<file path="src/rtl/arbitro_pkg.sv">
// Shared types and constants for the 8-way round-robin arbiter.
// rr_pick returns the first requester at or after ptr, wrapping modulo N_REQ.
package arbitro_pkg;
  localparam int N_REQ = 8;
  localparam int IDX_W = 3;

  typedef enum logic [1:0] {IDLE, GRANT, RELEASE} arb_state_t;

  // Scans from the farthest offset down, so the nearest set bit after ptr wins.
  function automatic logic [IDX_W-1:0] rr_pick(input logic [N_REQ-1:0] req,
                                               input logic [IDX_W-1:0] ptr);
    logic [IDX_W-1:0] idx;
    logic [IDX_W-1:0] pick;
    pick = ptr;
    for (int k = N_REQ - 1; k >= 0; k--) begin
      idx = ptr + IDX_W'(k);
      if (req[idx]) pick = idx;
    end
    return pick;
  endfunction
endpackage

</file>
<file path="src/rtl/decodificador.sv">
// Binary-to-one-hot decoder with enable; q is all-zero when en is low.
module decodificador #(
  parameter int W = 3
) (
  input  logic [W-1:0]        d,
  input  logic                en,
  output logic [(1<<W)-1:0]   q
);
  for (genvar i = 0; i < (1 << W); i++) begin : g_q
    assign q[i] = en && (d == W'(i));
  end
endmodule

</file>
<file path="src/rtl/arbitro_rr_dec.sv">
// Round-robin arbiter for 8 requesters: the winner index drives a 3-to-8 decoder
// to form the one-hot grant; grants end on done, dropped req, or MAX_HOLD timeout.
module arbitro_rr_dec
  import arbitro_pkg::*;
#(
  parameter int MAX_HOLD = 16
) (
  input  logic             clk,
  input  logic             rst_n,
  input  logic [N_REQ-1:0] req,
  input  logic [N_REQ-1:0] done,
  output logic [N_REQ-1:0] gnt,
  output logic [IDX_W-1:0] gnt_idx,
  output logic             busy,
  output logic             timeout
);
  localparam int HW = (MAX_HOLD > 0) ? $clog2(MAX_HOLD + 1) : 1;
  localparam logic [HW-1:0] HOLD_LAST = HW'((MAX_HOLD > 0) ? MAX_HOLD - 1 : 0);

  arb_state_t       state, state_nx;
  logic [IDX_W-1:0] ptr, ptr_nx, idx_nx;
  logic [HW-1:0]    hold_cnt, hold_nx;
  logic             timeout_nx;
  logic             released, expired;

  assign released = done[gnt_idx] || !req[gnt_idx];
  assign expired  = (MAX_HOLD != 0) && (hold_cnt == HOLD_LAST);

  always_comb begin
    state_nx   = state;
    ptr_nx     = ptr;
    idx_nx     = gnt_idx;
    hold_nx    = hold_cnt;
    timeout_nx = 1'b0;
    case (state)
      IDLE: begin
        if (|req) begin
          idx_nx   = rr_pick(req, ptr);
          hold_nx  = '0;
          state_nx = GRANT;
        end
      end
      GRANT: begin
        if (released || expired) begin
          state_nx   = RELEASE;
          ptr_nx     = gnt_idx + IDX_W'(1);
          hold_nx    = '0;
          // An owner release on the last allowed cycle suppresses the pulse.
          timeout_nx = expired && !released;
        end else begin
          hold_nx = hold_cnt + HW'(1);
        end
      end
      RELEASE: state_nx = IDLE;
      default: state_nx = IDLE;
    endcase
  end

  always_ff @(posedge clk or negedge rst_n) begin
    if (!rst_n) begin
      state    <= IDLE;
      ptr      <= '0;
      gnt_idx  <= '0;
      hold_cnt <= '0;
      timeout  <= 1'b0;
    end else begin
      state    <= state_nx;
      ptr      <= ptr_nx;
      gnt_idx  <= idx_nx;
      hold_cnt <= hold_nx;
      timeout  <= timeout_nx;
    end
  end

  assign busy = (state == GRANT);

  decodificador #(.W(IDX_W)) u_dec (
    .d  (gnt_idx),
    .en (busy),
    .q  (gnt)
  );
endmodule

</file>
<file path="config.mk">
export PLATFORM = sky130hd
export DESIGN_NAME = arbitro_rr_dec
export DESIGN_NICKNAME = d
export VERILOG_FILES = /design/src/rtl/arbitro_pkg.sv /design/src/rtl/decodificador.sv /design/src/rtl/arbitro_rr_dec.sv
export SDC_FILE = /design/constraint.sdc
export NUM_CORES = 1
export LEC_CHECK = 0
export CORE_UTILIZATION = 52
export CTS_CLUSTER_SIZE = 10
export DETAILED_ROUTE_END_ITERATION = 10
export PLACE_DENSITY = 0.8
export REMOVE_ABC_BUFFERS = 1
export SYNTH_ARGS = -nofsm -noshare
export SYNTH_HDL_FRONTEND = slang
export SYNTH_SLANG_ARGS = --single-unit
</file>
<file path="constraint.sdc">
create_clock -name clk -period 3.4 [get_ports clk]
set_input_delay 0.51 -clock clk [delete_from_list [all_inputs] [get_ports clk]]
set_output_delay 0.51 -clock clk [all_outputs]
set_load 0.1 [all_outputs]
</file>
# [After elaboration in Yosys (flattened, before gate mapping)]
# Index checks and enable logic that the tools add are counted.
[classes] div_mod_pow=0 n_addsub=9 muxes=36 n_lt_le_gt_ge=9 n_mul=0 n_shift=0 bitwise_logic=0 n_reduce_logical=21 n_eq_ne=11
[op_table] op="$lt 3x4->1 const B" n=9
[op_table] op="$bmux 1 s3" n=10
[op_table] op="$mux 3" n=8
[op_table] op="$add 3x3->3 const B" n=4
[op_table] op="$eq 3x3->1 const B" n=4
[op_table] op="$mux 1" n=12
[op_table] op="$mux 5" n=2
[op_table] op="$pmux 5 s2" n=1
[op_table] op="$logic_and 1x1->1" n=9
[op_table] op="$reduce_and 2->1" n=4
[op_table] op="$reduce_or 8->1" n=1
[op_table] op="$add 3x1->3 const B" n=2
[op_table] op="$add 3x2->3 const B" n=2
[op_table] op="$eq 3x2->1 const B" n=2
[op_table] op="$add 5x1->5 const B" n=1
[op_table] op="$eq 5x4->1 const B" n=1
[op_table] op="$mux 2" n=2
[op_table] op="$ne 2x2->1 const B" n=2
[op_table] op="$pmux 2 s2" n=1
[op_table] op="$eq 3x1->1 const B" n=1
[op_table] op="$logic_not 3->1" n=1
[op_table] op="$eq 2x1->1 const B" n=1
[op_table] op="$logic_not 1->1" n=2
[op_table] op="$logic_not 2->1" n=1
[op_table] op="other kinds (2)" n=3
[totals] n_memories=0 latchBits=0 inputBits=18 rom_bits=0 regBits=14 elab_cells=91 ram_bits=0

# [Logic depth before layout (Yosys ltp)]
# Gate-level depths: netlist of the first run.
[logic_depth] ltp_word=11 mapped_depth=10 ltp_nobuf=8

# [Modules after synthesis]
# A second synthesis of the first run with hierarchy kept.
[unflattened] hier_cells=177 hier_area_um2=1590.3
[modules_own_cells] mod="arbitro_rr_dec" area_each_um2=1493.9 cells_each=169 n_inst=1
[modules_own_cells] mod="decodificador" area_each_um2=96.3 cells_each=8 n_inst=1

# [Worst setup path before layout of the first run]
# No wires, ideal clock.
[synth_timing] kind="flip-flop to output port" from="register state[1]" to="output port gnt[0]" t_required_ns=2.890 stages_incl_launch_ff=5 arrival_time_ns=2.501 path_buffers=1 setup_slack_ns=0.389 cell_sequence="dfrtp_1 nand2b_1 inv_1 clkbuf_1 and3_1"
[synth_between] elab_chain_len=2
[synth_lines] item="start: declaration" line_no="arbitro_rr_dec.sv:20" source="arb_state_t state, state_nx;"
[synth_lines] item="start signal: assignment" line_no="arbitro_rr_dec.sv:67" source="state <= state_nx;"
[synth_lines] item="$eq 2x1->1" line_no="arbitro_rr_dec.sv:75" source="assign busy = (state == GRANT);"
[synth_lines] item="via busy" line_no="arbitro_rr_dec.sv:14" source="output logic busy,"
[synth_lines] item="$logic_and 1x1->1" line_no="decodificador.sv:10" source="assign q[i] = en && (d == W'(i));"
[synth_lines] item="end: declaration" line_no="arbitro_rr_dec.sv:12" source="output logic [N_REQ-1:0] gnt,"
# The timed path passes the listed nets, and every way through them passes these cells.

# [Final worst setup path of the first run]
[layout_timing] from="register ptr[1]" to="register gnt_idx[0]"
[layout_between] elab_chain_len=11 elab_cells_between_ends=31
[layout_lines] item="start: declaration" line_no="arbitro_rr_dec.sv:21" source="logic [IDX_W-1:0] ptr, ptr_nx, idx_nx;"
[layout_lines] item="start signal: assignment" line_no="arbitro_rr_dec.sv:68" source="ptr <= ptr_nx;"
[layout_lines] item="$add 3x3->3" line_no="arbitro_pkg.sv:16" source="idx = ptr + IDX_W'(k);"
[layout_lines] item="$bmux 1 s3" line_no="arbitro_pkg.sv:17" source="if (req[idx]) pick = idx;"
[layout_lines] item="$mux 1 (implied by the code)" line_no="arbitro_pkg.sv:17"
[layout_lines] item="$mux 3 (7 in a row)" line_no="arbitro_pkg.sv:17"
[layout_lines] item="$mux 3 (*)" line_no="arbitro_pkg.sv:17"
[layout_lines] item="end signal: assignment" line_no="arbitro_rr_dec.sv:69" source="gnt_idx <= idx_nx;"
[layout_lines] item="end: declaration" line_no="arbitro_rr_dec.sv:13" source="output logic [IDX_W-1:0] gnt_idx,"
# Every way passes the cells marked *; elsewhere a longest branch is shown, timed or not. The select of a mux whose other input is x is not followed.
# A chain may end at the register's enable or synchronous reset.

==> reports/results.txt, run 1 <==
Num ports: 31
Post-layout min period: 3.01 ns
Final Max Slew Viols: 0
Maximum number of pins on one net before global-route repair: 23
Clock insertion delay at the later pin of the skew report: 0.29 ns
Setup total negative slack: 0 ns
Number of warnings printed during yosys synthesis: 0
Share of flip-flops with an asynchronous set or reset: 100%
Die footprint: 3310 µm²
Synth-to-Final Area Change: 19.7%
Leading cell types in the layout, fill and taps excluded: clkdlybuf4s50_1 (19), nand2_1 (17), inv_1 (14), dfrtp_1 (14)
Maximum frequency from static timing analysis: 332 MHz
Filler Cells Inserted: 227
End-of-flow core utilization: 67.9%
Residual overflow from global routing: 0
CTS tree: built
Fraction of layout instances using a drive strength above 1: 13.7%
Row Count: 19
Global-route usage over all layers: 27.2%
Worst Clk Skew: 0.00445 ns
Number of endpoints with negative hold slack in the final report: 0
Chip height: 57.5 µm
Inserted Clock Buffers: 3
Maximum fanout along the worst path: 9
Type of the most critical hold path: reg -> reg
Antenna diode instance count: 0
Final net count: 241
Normalized max-slew margin: 35.8%
Cell with the largest stage delay on the worst path: mux4_1
Antenna violations before repair: 0
Most numerous cell on the critical path: a21o_1
Post-CTS clock slew at the launch and capture registers of the worst setup and hold paths: 0.09 ns
Deepest clock path buffer count: 2
Area inside the core boundary: 2830 µm²
Buffers inserted by post-CTS timing repair: 0
CTS sink cnt: 14
Drt wl/cell: 17.0 µm
Arrival time at the worst endpoint: 3.22 ns
Clock Root Buffer: clkbuf_4
Detailed router's first-iteration violation count: 85
Worst-margin pin slew: 0.961 ns
Post-CTS resize count: 0
Post-synth design cell area: 1600 µm²
Outcome: finished, final reports clean
First-pass GRT wire length: 6910 µm
Routed vias: 1606
Most common flop cell mapped by yosys: dfrtp_1
Via count of the first global-routing pass: 1523
Worst setup path class: reg -> reg
Crit path capture type: register
H-tree levels: 1
Pre-Repair DR Iteration Count: 4
Antenna Violating Nets Remaining: 0
Commonest non-fill, non-tap cell in the layout: clkdlybuf4s50_1
Max capacitance violation total: 0
RD Place Congestion: 0.950
Sequential cell area fraction in the yosys report: 21.8%
Hold buffer count at CTS: 0
Count of distinct cell types in the synthesized netlist: 45
Average size of a mapped cell: 8.72 µm²
DRC violation count after routing: 0
Starting density of the core: 56.7%
Overall routed net length: 4130 µm
Critical-path cell list: clkinv_1, ha_1, mux4_1, mux2_4, a21o_1, a221o_1, a21o_1, a31oi_1
Number of enable flip-flop cells after synthesis: 0
Slowest cell delay on critical path: 0.67 ns
Setup repair after global routing missed its margin: false
Startpoint kind of the worst setup timing path: register
HPWL reported at the end of detailed placement: 3100 µm
Final setup viols: 0
Average via count per standard cell: 6.61
Worst endpoint required time: 3.61 ns
Die extent in x: 57.5 µm
Post-route fraction of the period consumed by the critical path: 88.5%
Flops & latches, synth: 14
Post-Synthesis Cells: 184
Total of buffers placed on input and output ports: 30
-- path summary, 6_finish.rpt --
kind | start | end | slack, ns | cells after the start
worst min-delay path | hold_cnt[4] | hold_cnt[4] | 0.50 | 2
min in group asynchronous | rst_n | timeout | 0.61 | 1
max in group asynchronous | rst_n | ptr[0] | 2.38 | 1
worst min register to register | hold_cnt[4] | hold_cnt[4] | 0.50 | 2
worst max register to register | ptr[1] | gnt_idx[0] | 0.39 | 8
worst max-delay path | ptr[1] | gnt_idx[0] | 0.39 | 8
-- final cells by class --
| class | count | area (µm²) | share of cell area [%] |
|---|---|---|---|
| Clock buffer | 4 | 36.3 | 1.89 |
| Tap cell | 31 | 38.8 | 2.02 |
| Sequential cell | 14 | 350 | 18.2 |
| Multi-Input combinational cell | 146 | 1150 | 59.7 |
| Inverter | 16 | 60.1 | 3.13 |
| Timing Repair Buffer | 32 | 288 | 15.0 |
-- sequential cells by signal, summed over array words and instances, names as in the netlist --
signal,cells
timeout,1
ptr,3
gnt_idx,3
hold_cnt,5
state,2
-- through the flow --
step | std cells | setup slack, ns | cell area (µm²) | hold slack, ns
6_report | 243 | 0.392 | 1920 | 0.495
5_1_grt | 243 | 0.234 | 1920 | 0.550
4_1_cts | 243 | 0.424 | 1920 | 0.498
3_5_place_dp | 239 | 0.439 | 1880 | 0.478
3_3_place_gp | 239 | 0.501 | 1880 | 0.465
2_1_floorplan | 176 | 0.383 | 1560 | 0.214
-- critical path: cells and delay by family, from the launching register on --
family / cells / cell delay [ns]
DFF: 1 / 0.36
buffers and inverters: 1 / 0.23
adders and majority gates: 1 / 0.54
AOI/OAI and AO/OA: 4 / 0.82
muxes: 2 / 0.99
-- Yosys cell counts, drive strengths merged, types with 5 or more instances --
cell	number	area, µm²
a21oi	10	50.1
and2	5	32.5
and3	8	50.1
clkbuf	5	18.8
dfrtp	14	350
ha	10	125
inv	14	52.6
mux2	6	71.3
mux2i	5	50.1
mux4	9	221
nand2	17	63.8
nor2	13	48.8
nor3	6	30.0
o21ai	8	40.0
-- routing by layer --
metal / track usage (%) / up-vias / wire, µm
met5: 0 / - / 0
met1: 35.6 / 788 / 1730
met2: 45.8 / 56 / 2110
met4: 6.62 / 0 / 70
met3: 6.12 / 10 / 218
li1: - / 752 / -
-- cells by family (layout without fill, tap and decap cells) --
kind of cell | Yosys count | after routing | share of synthesized area [%]
muxes | 20 | 20 | 21.4
DFF | 14 | 14 | 21.8
buffers and inverters | 24 | 52 | 6.63
adders and majority gates | 10 | 10 | 7.80
and+or+nand+nor | 67 | 67 | 21.1
AOI/OAI and AO/OA | 46 | 46 | 19.6
xor gates and xnor gates | 3 | 3 | 1.64
Power of run 1 is not shown: default switching activity piles up to over one toggle a cycle in this logic, so the estimate is an artifact.
==> run 2, diff against run 1 <==
--- a/config.mk
+++ b/config.mk
@@ -10,6 +10,7 @@
 export DETAILED_ROUTE_END_ITERATION = 10
 export PLACE_DENSITY = 0.8
 export REMOVE_ABC_BUFFERS = 1
+export SKIP_CTS_REPAIR_TIMING = 1
 export SYNTH_ARGS = -nofsm -noshare
 export SYNTH_HDL_FRONTEND = slang
 export SYNTH_SLANG_ARGS = --single-unit
==> results of run 2 <==
Same layout as run 1: the final DEF is identical, and so are final timing and power.
Power of run 2 is left out for the same reason.
